### src/rtl/multicycle_control_fsm.sv
`default_nettype none
// ============================================================================
//  Module      : multicycle_control_fsm
//  Description : Control unit for the multicycle ARM-subset processor.
//                Sequences each instruction through a Moore state machine,
//                drives the datapath mux selects and enables, and produces
//                the condition-gated write requests (PCS, RegW, MemW, FlagW,
//                NoWrite) plus the unconditional NextPC strobe.
//
//  Ports
//    clk        : system clock, rising edge
//    reset      : asynchronous active-high reset
//    Op         : Instr[27:26] instruction class
//    Funct      : Instr[25:20] {I, cmd[3:0], S/L}
//    Rd         : Instr[15:12] destination register
//    PCS        : PC write request (conditional)
//    RegW       : register-file write request (conditional)
//    MemW       : memory write request (conditional)
//    NoWrite    : suppress register write (CMP / undefined cmd)
//    FlagW      : [1] NZ write, [0] CV write (conditional)
//    NextPC     : unconditional PC increment write
//    IRWrite    : instruction register load
//    AdrSrc     : memory address select (0 PC, 1 ALUResult reg)
//    ResultSrc  : result mux select (00 ALUOut, 01 Data, 10 ALUResult)
//    ALUSrcA    : ALU A select (00 RD1, 01 PC, 10 ALUOut)
//    ALUSrcB    : ALU B select (00 WriteData, 01 ExtImm, 10 const 4)
//    ALUControl : 00 ADD, 01 SUB, 10 AND, 11 ORR
//    ImmSrc     : immediate extension select (equals Op)
//    RegSrc     : register read address selects
//    State      : current state (debug only)
//
//  Revision    : 1.0  initial release
// ============================================================================
module multicycle_control_fsm #(
   parameter int STATE_W = 4
) (
   input  logic               clk,
   input  logic               reset,
   input  logic [1:0]         Op,
   input  logic [5:0]         Funct,
   input  logic [3:0]         Rd,
   output logic               PCS,
   output logic               RegW,
   output logic               MemW,
   output logic               NoWrite,
   output logic [1:0]         FlagW,
   output logic               NextPC,
   output logic               IRWrite,
   output logic               AdrSrc,
   output logic [1:0]         ResultSrc,
   output logic [1:0]         ALUSrcA,
   output logic [1:0]         ALUSrcB,
   output logic [1:0]         ALUControl,
   output logic [1:0]         ImmSrc,
   output logic [1:0]         RegSrc,
   output logic [STATE_W-1:0] State
);

   localparam logic [STATE_W-1:0] c_fetch    = STATE_W'(0);
   localparam logic [STATE_W-1:0] c_decode   = STATE_W'(1);
   localparam logic [STATE_W-1:0] c_memadr   = STATE_W'(2);
   localparam logic [STATE_W-1:0] c_memread  = STATE_W'(3);
   localparam logic [STATE_W-1:0] c_memwb    = STATE_W'(4);
   localparam logic [STATE_W-1:0] c_memwrite = STATE_W'(5);
   localparam logic [STATE_W-1:0] c_executer = STATE_W'(6);
   localparam logic [STATE_W-1:0] c_executei = STATE_W'(7);
   localparam logic [STATE_W-1:0] c_aluwb    = STATE_W'(8);
   localparam logic [STATE_W-1:0] c_branch   = STATE_W'(9);

   logic [STATE_W-1:0] r_state;
   logic [STATE_W-1:0] w_next_state;
   logic               r_nowrite;

   // raw Moore outputs, before reset gating / decode
   logic       w_irwrite;
   logic       w_nextpc;
   logic       w_regw;
   logic       w_memw;
   logic       w_branch;
   logic       w_aluop;
   logic       w_adrsrc;
   logic [1:0] w_resultsrc;
   logic [1:0] w_alusrca;
   logic [1:0] w_alusrcb;

   // ALU decode
   logic [3:0] w_cmd;
   logic       w_s;
   logic [1:0] w_alucontrol;
   logic [1:0] w_flagw;
   logic       w_dec_nowrite;
   logic       w_arith;
   logic       w_flag_en;
   logic       w_nowrite_raw;

   assign w_cmd = Funct[4:1];
   assign w_s   = Funct[0];

   // ------------------------------------------------------------------------
   // State register
   // ------------------------------------------------------------------------
   always_ff @(posedge clk or posedge reset) begin
      if (reset) begin
         r_state <= c_fetch;
      end else begin
         r_state <= w_next_state;
      end
   end

   // NoWrite is captured at the end of EXECUTE so that it still blocks the
   // write in ALUWB, where ALUOp is no longer asserted.
   always_ff @(posedge clk or posedge reset) begin
      if (reset) begin
         r_nowrite <= 1'b0;
      end else if (r_state == c_executer || r_state == c_executei) begin
         r_nowrite <= w_dec_nowrite;
      end
   end

   // ------------------------------------------------------------------------
   // Next-state logic
   // ------------------------------------------------------------------------
   always_comb begin
      w_next_state = c_fetch;
      case (r_state)
         c_fetch:  w_next_state = c_decode;
         c_decode: begin
            case (Op)
               2'b00:   w_next_state = Funct[5] ? c_executei : c_executer;
               2'b01:   w_next_state = c_memadr;
               2'b10:   w_next_state = c_branch;
               default: w_next_state = c_fetch;  // undefined class skipped
            endcase
         end
         c_memadr:   w_next_state = Funct[0] ? c_memread : c_memwrite;
         c_memread:  w_next_state = c_memwb;
         c_memwb:    w_next_state = c_fetch;
         c_memwrite: w_next_state = c_fetch;
         c_executer: w_next_state = c_aluwb;
         c_executei: w_next_state = c_aluwb;
         c_aluwb:    w_next_state = c_fetch;
         c_branch:   w_next_state = c_fetch;
         default:    w_next_state = c_fetch;  // unused encodings recover
      endcase
   end

   // ------------------------------------------------------------------------
   // Moore output logic
   // ------------------------------------------------------------------------
   always_comb begin
      w_irwrite   = 1'b0;
      w_nextpc    = 1'b0;
      w_regw      = 1'b0;
      w_memw      = 1'b0;
      w_branch    = 1'b0;
      w_aluop     = 1'b0;
      w_adrsrc    = 1'b0;
      w_resultsrc = 2'b00;
      w_alusrca   = 2'b00;
      w_alusrcb   = 2'b00;
      case (r_state)
         c_fetch: begin
            w_irwrite   = 1'b1;
            w_nextpc    = 1'b1;
            w_alusrca   = 2'b01;
            w_alusrcb   = 2'b10;
            w_resultsrc = 2'b10;
         end
         c_decode: begin
            w_alusrca   = 2'b01;
            w_alusrcb   = 2'b10;
            w_resultsrc = 2'b10;
         end
         c_memadr:   w_alusrcb = 2'b01;
         c_memread:  w_adrsrc  = 1'b1;
         c_memwb: begin
            w_resultsrc = 2'b01;
            w_regw      = 1'b1;
         end
         c_memwrite: begin
            w_adrsrc = 1'b1;
            w_memw   = 1'b1;
         end
         c_executer: w_aluop = 1'b1;
         c_executei: begin
            w_alusrcb = 2'b01;
            w_aluop   = 1'b1;
         end
         c_aluwb:    w_regw = 1'b1;
         c_branch: begin
            w_alusrca   = 2'b10;
            w_alusrcb   = 2'b01;
            w_resultsrc = 2'b10;
            w_branch    = 1'b1;
         end
         default: ;
      endcase
   end

   // ------------------------------------------------------------------------
   // ALU decode: only meaningful while ALUOp is asserted
   // ------------------------------------------------------------------------
   always_comb begin
      w_alucontrol  = 2'b00;
      w_dec_nowrite = 1'b0;
      w_arith       = 1'b0;
      w_flag_en     = 1'b0;
      w_flagw       = 2'b00;
      if (w_aluop) begin
         w_flag_en = 1'b1;
         case (w_cmd)
            4'b0100: w_arith = 1'b1;                       // ADD
            4'b0010: begin                                 // SUB
               w_alucontrol = 2'b01;
               w_arith      = 1'b1;
            end
            4'b0000: w_alucontrol = 2'b10;                 // AND
            4'b1100: w_alucontrol = 2'b11;                 // ORR
            4'b1010: begin                                 // CMP
               w_alucontrol  = 2'b01;
               w_arith       = 1'b1;
               w_dec_nowrite = 1'b1;
            end
            default: begin                                 // unsupported cmd
               w_dec_nowrite = 1'b1;
               w_flag_en     = 1'b0;
            end
         endcase
      end
      w_flagw = {w_s & w_flag_en, w_s & w_flag_en & w_arith};
   end

   // During EXECUTE the decode drives NoWrite directly; in ALUWB the
   // captured copy takes over.
   assign w_nowrite_raw = w_aluop ? w_dec_nowrite
                                  : ((r_state == c_aluwb) & r_nowrite);

   // Strobes are forced low while reset is held; selects simply follow the
   // FETCH state that reset forces.
   assign IRWrite    = w_irwrite & ~reset;
   assign NextPC     = w_nextpc & ~reset;
   assign RegW       = w_regw & ~reset;
   assign MemW       = w_memw & ~reset;
   assign PCS        = ~reset & (w_branch | (w_regw & (Rd == 4'hF)));
   assign FlagW      = reset ? 2'b00 : w_flagw;
   assign NoWrite    = w_nowrite_raw & ~reset;
   assign AdrSrc     = w_adrsrc;
   assign ResultSrc  = w_resultsrc;
   assign ALUSrcA    = w_alusrca;
   assign ALUSrcB    = w_alusrcb;
   assign ALUControl = w_alucontrol;
   assign ImmSrc     = Op;
   assign RegSrc     = {Op == 2'b01, Op == 2'b10};
   assign State      = r_state;

endmodule
`default_nettype wire
### config.mk
export PLATFORM = sky130hd
export DESIGN_NAME = multicycle_control_fsm
export DESIGN_NICKNAME = d
export VERILOG_FILES = /design/src/rtl/multicycle_control_fsm.sv
export SDC_FILE = /design/constraint.sdc
export NUM_CORES = 1
export LEC_CHECK = 0
export ABC_AREA = 1
export CAP_MARGIN = 20
export CORE_MARGIN = 3
export CORE_UTILIZATION = 32
export CTS_CLUSTER_DIAMETER = 50
export DETAILED_ROUTE_END_ITERATION = 10
export GPL_TIMING_DRIVEN = 0
export PLACE_DENSITY = 0.73
export RECOVER_POWER = 100
export SLEW_MARGIN = 40
export SYNTH_ARGS = -nofsm -noshare
export SYNTH_HDL_FRONTEND = slang
export SYNTH_SLANG_ARGS = --single-unit
export TNS_END_PERCENT = 50
### constraint.sdc
create_clock -name clk -period 1.15 [get_ports clk]
set_input_delay 0.115 -clock clk [delete_from_list [all_inputs] [get_ports clk]]
set_output_delay 0.115 -clock clk [all_outputs]
set_load 0.02 [all_outputs]
# --- Yosys cells after proc, flatten, opt, wreduce, memory -nomap -nowiden ---
# Index checks and enable logic that the tools add are counted.
totals:
  register_bits: 5
  in_bits: 14
  out_inout_bits: 25
  elab_cells: 66
op_classes:
  eq_ne: 16
  mux: 23
  bitwise_logic: 11
  n_reduce_logical: 14
op_table:
  columns: ["op", "count"]
  rows:
  - ["== test 4 x 3 -> 1 bit, second input constant", 5]
  - ["== test 4 bit, second input constant", 5]
  - ["one-hot mux 4 bit (5 select lines)", 1]
  - ["two-way mux 1 bit", 14]
  - ["== test 4 x 2 -> 1 bit, second input constant", 3]
  - ["one-hot mux 2 bit (2 select lines)", 3]
  - ["one-hot mux 4 bit (3 select lines)", 1]
  - ["OR reduction 2 bit", 5]
  - ["bitwise AND 1 bit", 9]
  - ["OR reduction 3 bit", 3]
  - ["logical NOT 4 bit", 2]
  - ["one-hot mux 2 bit (3 select lines)", 1]
  - ["OR reduction 5 bit", 1]
  - ["== test 4 x 1 -> 1 bit, second input constant", 1]
  - ["two-way mux 2 bit", 2]
  - ["OR reduction 4 bit", 1]
  - ["two-way mux 3 bit", 1]
  - ["== test 2 x 1 -> 1 bit, second input constant", 1]
  - ["== test 2 bit, second input constant", 1]
  - ["logical NOT 2 bit", 1]
  - ["logical OR 1 bit", 1]
  - ["NOT 1 bit", 1]
  - ["bitwise OR 1 bit", 1]

# --- Longest topological paths before layout ---
depth:
  ltp_word: 7
  mapped_depth: 7

# --- Least setup slack after synthesis ---
# OpenSTA, ideal clock, no wires.
synth_timing:
  kind: "register to output"
  start: "register r_state[2], in the netlist State[2]"
  end: "output NextPC"
  t_arrival_ps: 1738
  t_required_ps: 1035
  slack_ps: -703
  path_stages_with_launch: 5
  n_path_buf: 1
  cell_sequence: "dfrtp_1 -> nor2_2 -> inv_1 -> nor4_1 -> buf_4"
synth_via:
  elab_chain_cells: 3
synth_lines:
  columns: ["element", "line", "rtl"]
  rows:
  - ["start, declared", "70", "logic [STATE_W-1:0] r_state;"]
  - ["start signal, assigned", "104", "r_state <= c_fetch;"]
  - ["start signal, assigned", "106", "r_state <= w_next_state;"]
  - ["logical NOT 4 bit", null, null]
  - ["two-way mux 1 bit", null, null]
  - ["bitwise AND 1 bit", null, null]
  - ["end, declared", "47", "output logic NextPC,"]
# No other way between the ends.

# --- Worst setup path after layout ---
layout_timing:
  start: "register r_state[1], in the netlist State[1]"
  end: "output FlagW[0]"
layout_via:
  elab_chain_cells: 7
  elab_cells_between_ends: 9
  classes_between: "eq/ne: 2; mux: 4; bitwise: 2; reduce/logical: 1"
layout_lines:
  columns: ["element", "line", "rtl"]
  rows:
  - ["== test 4 x 3 -> 1 bit", "161", "case (r_state)"]
  - ["OR reduction 2 bit (no line) *", null, null]
  - ["two-way mux 1 bit *", "161", null]
  - ["two-way mux 1 bit", "209", "if (w_aluop) begin"]
  - ["bitwise AND 1 bit", "230", "w_flagw = {w_s & w_flag_en, w_s & w_flag_en & w_arith};"]
  - ["bitwise AND 1 bit *", "230", null]
  - ["two-way mux 2 bit *", "245", "assign FlagW = reset ? 2'b00 : w_flagw;"]
  - ["end, declared", "46", "output logic [1:0] FlagW,"]
# Mark *: on every way between the ends. The rest lies on a longest branch, timed or not.

==> load_flow_metrics.sql <==
INSERT INTO impl_metrics (metric_group, metric, value, unit) VALUES
('status', 'status', 'finished with violations', ''),
('status', 'failed_checks', 'setup timing', ''),
('power', 'static-leakage-power', '0.000595', 'µW'),
('worst_setup_path', 'crit-reg2reg-launch', 'State[0]$_DFF_PP0_', ''),
('sta', 'timing_worst_slew_pin_value', '379', 'ps'),
('sta', 'max-slew-margin-rel', '74.8', '%'),
('clock_tree', 'clkSlewWorstSetupHoldPaths', '50', 'ps'),
('sta', 'report.final.slew_viol_count', '0', ''),
('logic_synthesis', 'synth-seq-cells', '5', ''),
('placement', 'numPortBuffers', '38', ''),
('grt', 'grt_start_max_net_pins', '8', ''),
('cells_and_area', 'finalCoreUtilization', '81.4', '%'),
('worst_setup_path', 'rr_worst_depth', '6', ''),
('sta', 'fin_skew', '7.40', 'ps'),
('detailed_routing', 'vias_per_cell', '5.13', ''),
('logic_synthesis', 'synth-edff-count', '0', ''),
('worst_setup_path', 'criticalPathCategory', 'flip-flop to primary output', ''),
('clock_tree', 'cts_sinks', '5', ''),
('power', 'powerDensity', '2470', 'nW/µm²'),
('worst_setup_path', 'setup.worst_path.start', 'State[1]$_DFF_PP0_', ''),
('floorplanning', 'die-height', '45.7', 'µm'),
('cells_and_area', 'antenna_cells_inserted', '0', ''),
('worst_setup_path', 'critical_path_peak_fanout', '7', ''),
('sta', 'setup_violations', '25', ''),
('grt', 'grt_antenna_before_repair', '0', ''),
('detailed_routing', 'wl_met3', '174', 'µm'),
('detailed_routing', 'met2_length', '1190', 'µm'),
('placement', 'pre_cts_slack', '-930', 'ps'),
('sta', 'finalWorstPathRequiredPeriod', '1550', 'ps'),
('floorplanning', 'coreArea', '1380', 'µm²'),
('floorplanning', 'placementRows', '13', ''),
('detailed_routing', 'wl_per_cell', '14.6', 'µm'),
('sta', 'final.setup.worst_slack', '-399', 'ps'),
('sta', 'rsz_0062_raised_after_global_routing', 'yes', ''),
('floorplanning', 'num_io_pins', '39', ''),
('clock_tree', 'cts-root-buf', 'sky130_fd_sc_hd__clkbuf_4', ''),
('clock_tree', 'clock_tree.htree_level_count', '1', ''),
('logic_synthesis', 'synth-async-reset-ratio', '100', '%'),
('floorplanning', 'die_area', '2090', 'µm²'),
('worst_setup_path', 'rr_endpoint', 'State[3]$_DFF_PP0_', ''),
('worst_setup_path', 'setup.worst_path.end', 'FlagW[0]', ''),
('grt', 'grt-ovfl-total', '0', ''),
('clock_tree', 'worst_skew_pair.late_latency', '260', 'ps'),
('logic_synthesis', 'most_used_standard_cells_in_the_synthesized_netlist', '21 x sky130_fd_sc_hd__nand2_1, 15 x sky130_fd_sc_hd__inv_1, 11 x sky130_fd_sc_hd__nor2_1', ''),
('worst_setup_path', 'cp.required', '1030', 'ps'),
('worst_setup_path', 'end_kind', 'primary output', ''),
('clock_tree', 'cts_bufs_inserted', '3', ''),
('grt', 'gr-usage-all-layers', '20.7', '%'),
('logic_synthesis', 'sequential_share_of_the_synthesized_area', '24.8', '%'),
('logic_synthesis', 'syn-instance-count', '85', ''),
('detailed_routing', 'met1_length', '920', 'µm'),
('placement', 'detailed_place_hpwl', '1320', 'µm'),
('clock_tree', 'cts_tree', 'done', ''),
('cells_and_area', 'fin_nets', '158', ''),
('clock_tree', 'postCtsHoldBufs', '0', ''),
('detailed_routing', 'detail_route.wirelength', '2310', 'µm'),
('grt', 'grt_pass1_vias', '680', ''),
('detailed_routing', 'detail_route.drc_violations', '0', ''),
('logic_synthesis', 'synth_fp_nets', '99', ''),
('logic_synthesis', 'synthDistinctLibCells', '18', ''),
('logic_synthesis', 'synth.cell_area', '505', 'µm²'),
('worst_hold_path', 'worstHoldPathType', 'primary input to async pin', ''),
('power', 'maximum_vdd_drop', '0.00168', 'V'),
('detailed_routing', 'final_antenna_net_count', '0', ''),
('detailed_routing', 'vias', '811', ''),
('logic_synthesis', 'yosys_warnings', '0', ''),
('detailed_routing', 'drt_iter0_drc', '23', ''),
('logic_synthesis', 'dominantRegCellSynth', 'sky130_fd_sc_hd__dfrtp_1', ''),
('clock_tree', 'clock_path_buffers', '2', ''),
('worst_setup_path', 'cp-start-kind', 'flip-flop', ''),
('power', 'overall_power_consumption', '2780', 'µW');
layer usage:
layer	vias to the layer above	track usage (%)
met1	384	23.5
met3	4	5.14
li1	385	-
met4	0	8.52
met5	-	0
met2	38	36.5
report_power, final:
part           switching, µW  internal, µW
clock                   93.9           133
sequential               189           265
combinational           1090          1020
kinds of logic (layout without fill, tap and decap cells):
| kind of cell | count (synthesis) | after routing | synth area share, % |
|---|---|---|---|
| simple gates | 46 | 46 | 40.6 |
| flops | 5 | 5 | 24.8 |
| buf+inv | 22 | 80 | 19.3 |
| compound gates | 12 | 12 | 15.3 |
flip-flops by register name, indices dropped and copies added, names as in the netlist:
register	cells
State	4
r_nowrite	1
cell type report:
class	count	area, µm²
inverters	18	72.6
flip-flops and latches	5	130
plain buffers	4	33.8
repair buffers	54	467
well taps	15	18.8
fillers	83	258
clock buffers	4	26.3
multi-input cells	58	377
how the worst min path moves through the flow:
stage | startpoint | slack (ps) | endpoint | cells after the start
2_1_floorplan | reset | -100 | State[0]$_DFF_PP0_ | 1
3_3_place_gp | r_nowrite$_DFFE_PP0P_ | 470 | r_nowrite$_DFFE_PP0P_ | 2
3_5_place_dp | r_nowrite$_DFFE_PP0P_ | 490 | r_nowrite$_DFFE_PP0P_ | 2
4_1_cts | reset | 50 | State[2]$_DFF_PP0_ | 2
5_1_grt | reset | 60 | r_nowrite$_DFFE_PP0P_ | 2
6_report | reset | 40 | r_nowrite$_DFFE_PP0P_ | 2
layout by cell type, fill, tap and decap left out, drive strengths merged:
master	count
nor4	1
nand3	6
dlygate4sd2	3
dfrtp	5
o21ai	1
o31ai	1
nand2	22
o21a	1
nand4	1
buf	42
inv	18
o211ai	2
dlymetal6s2s	2
nor2	16
clkbuf	5
clkdlybuf4s50	10
a21oi	5
o22ai	2
what timing repair did:
| action | CTS | global route |
|---|---|---|
| pin swaps | 12 | 9 |
| resized for setup | 126 | 10 |
| setup buffers | 11 | 5 |
| setup endpoints to repair | 25 | 27 |
worst max-delay path: stages (launching register included):
cell,delay (ps)
sky130_fd_sc_hd__dfrtp_2,510
sky130_fd_sc_hd__inv_4,80
sky130_fd_sc_hd__nor2_4,160
sky130_fd_sc_hd__inv_4,70
sky130_fd_sc_hd__nor2_4,80
sky130_fd_sc_hd__nand2_2,60
sky130_fd_sc_hd__nor2_2,70
sky130_fd_sc_hd__buf_4,140
metrics by stage:
step | instance area [µm²] | hold WS, ps | setup TNS (ps)
after floorplan | 548 | -98.6 | -1100
after global placement | 947 | 467 | -11160
after detailed placement | 947 | 492 | -11470
after CTS | 1070 | 54.3 | -4480
after global routing | 1120 | 55.3 | -7220
final | 1120 | 36.8 | -5800
Note: power is estimated with default switching activity, not from simulation.
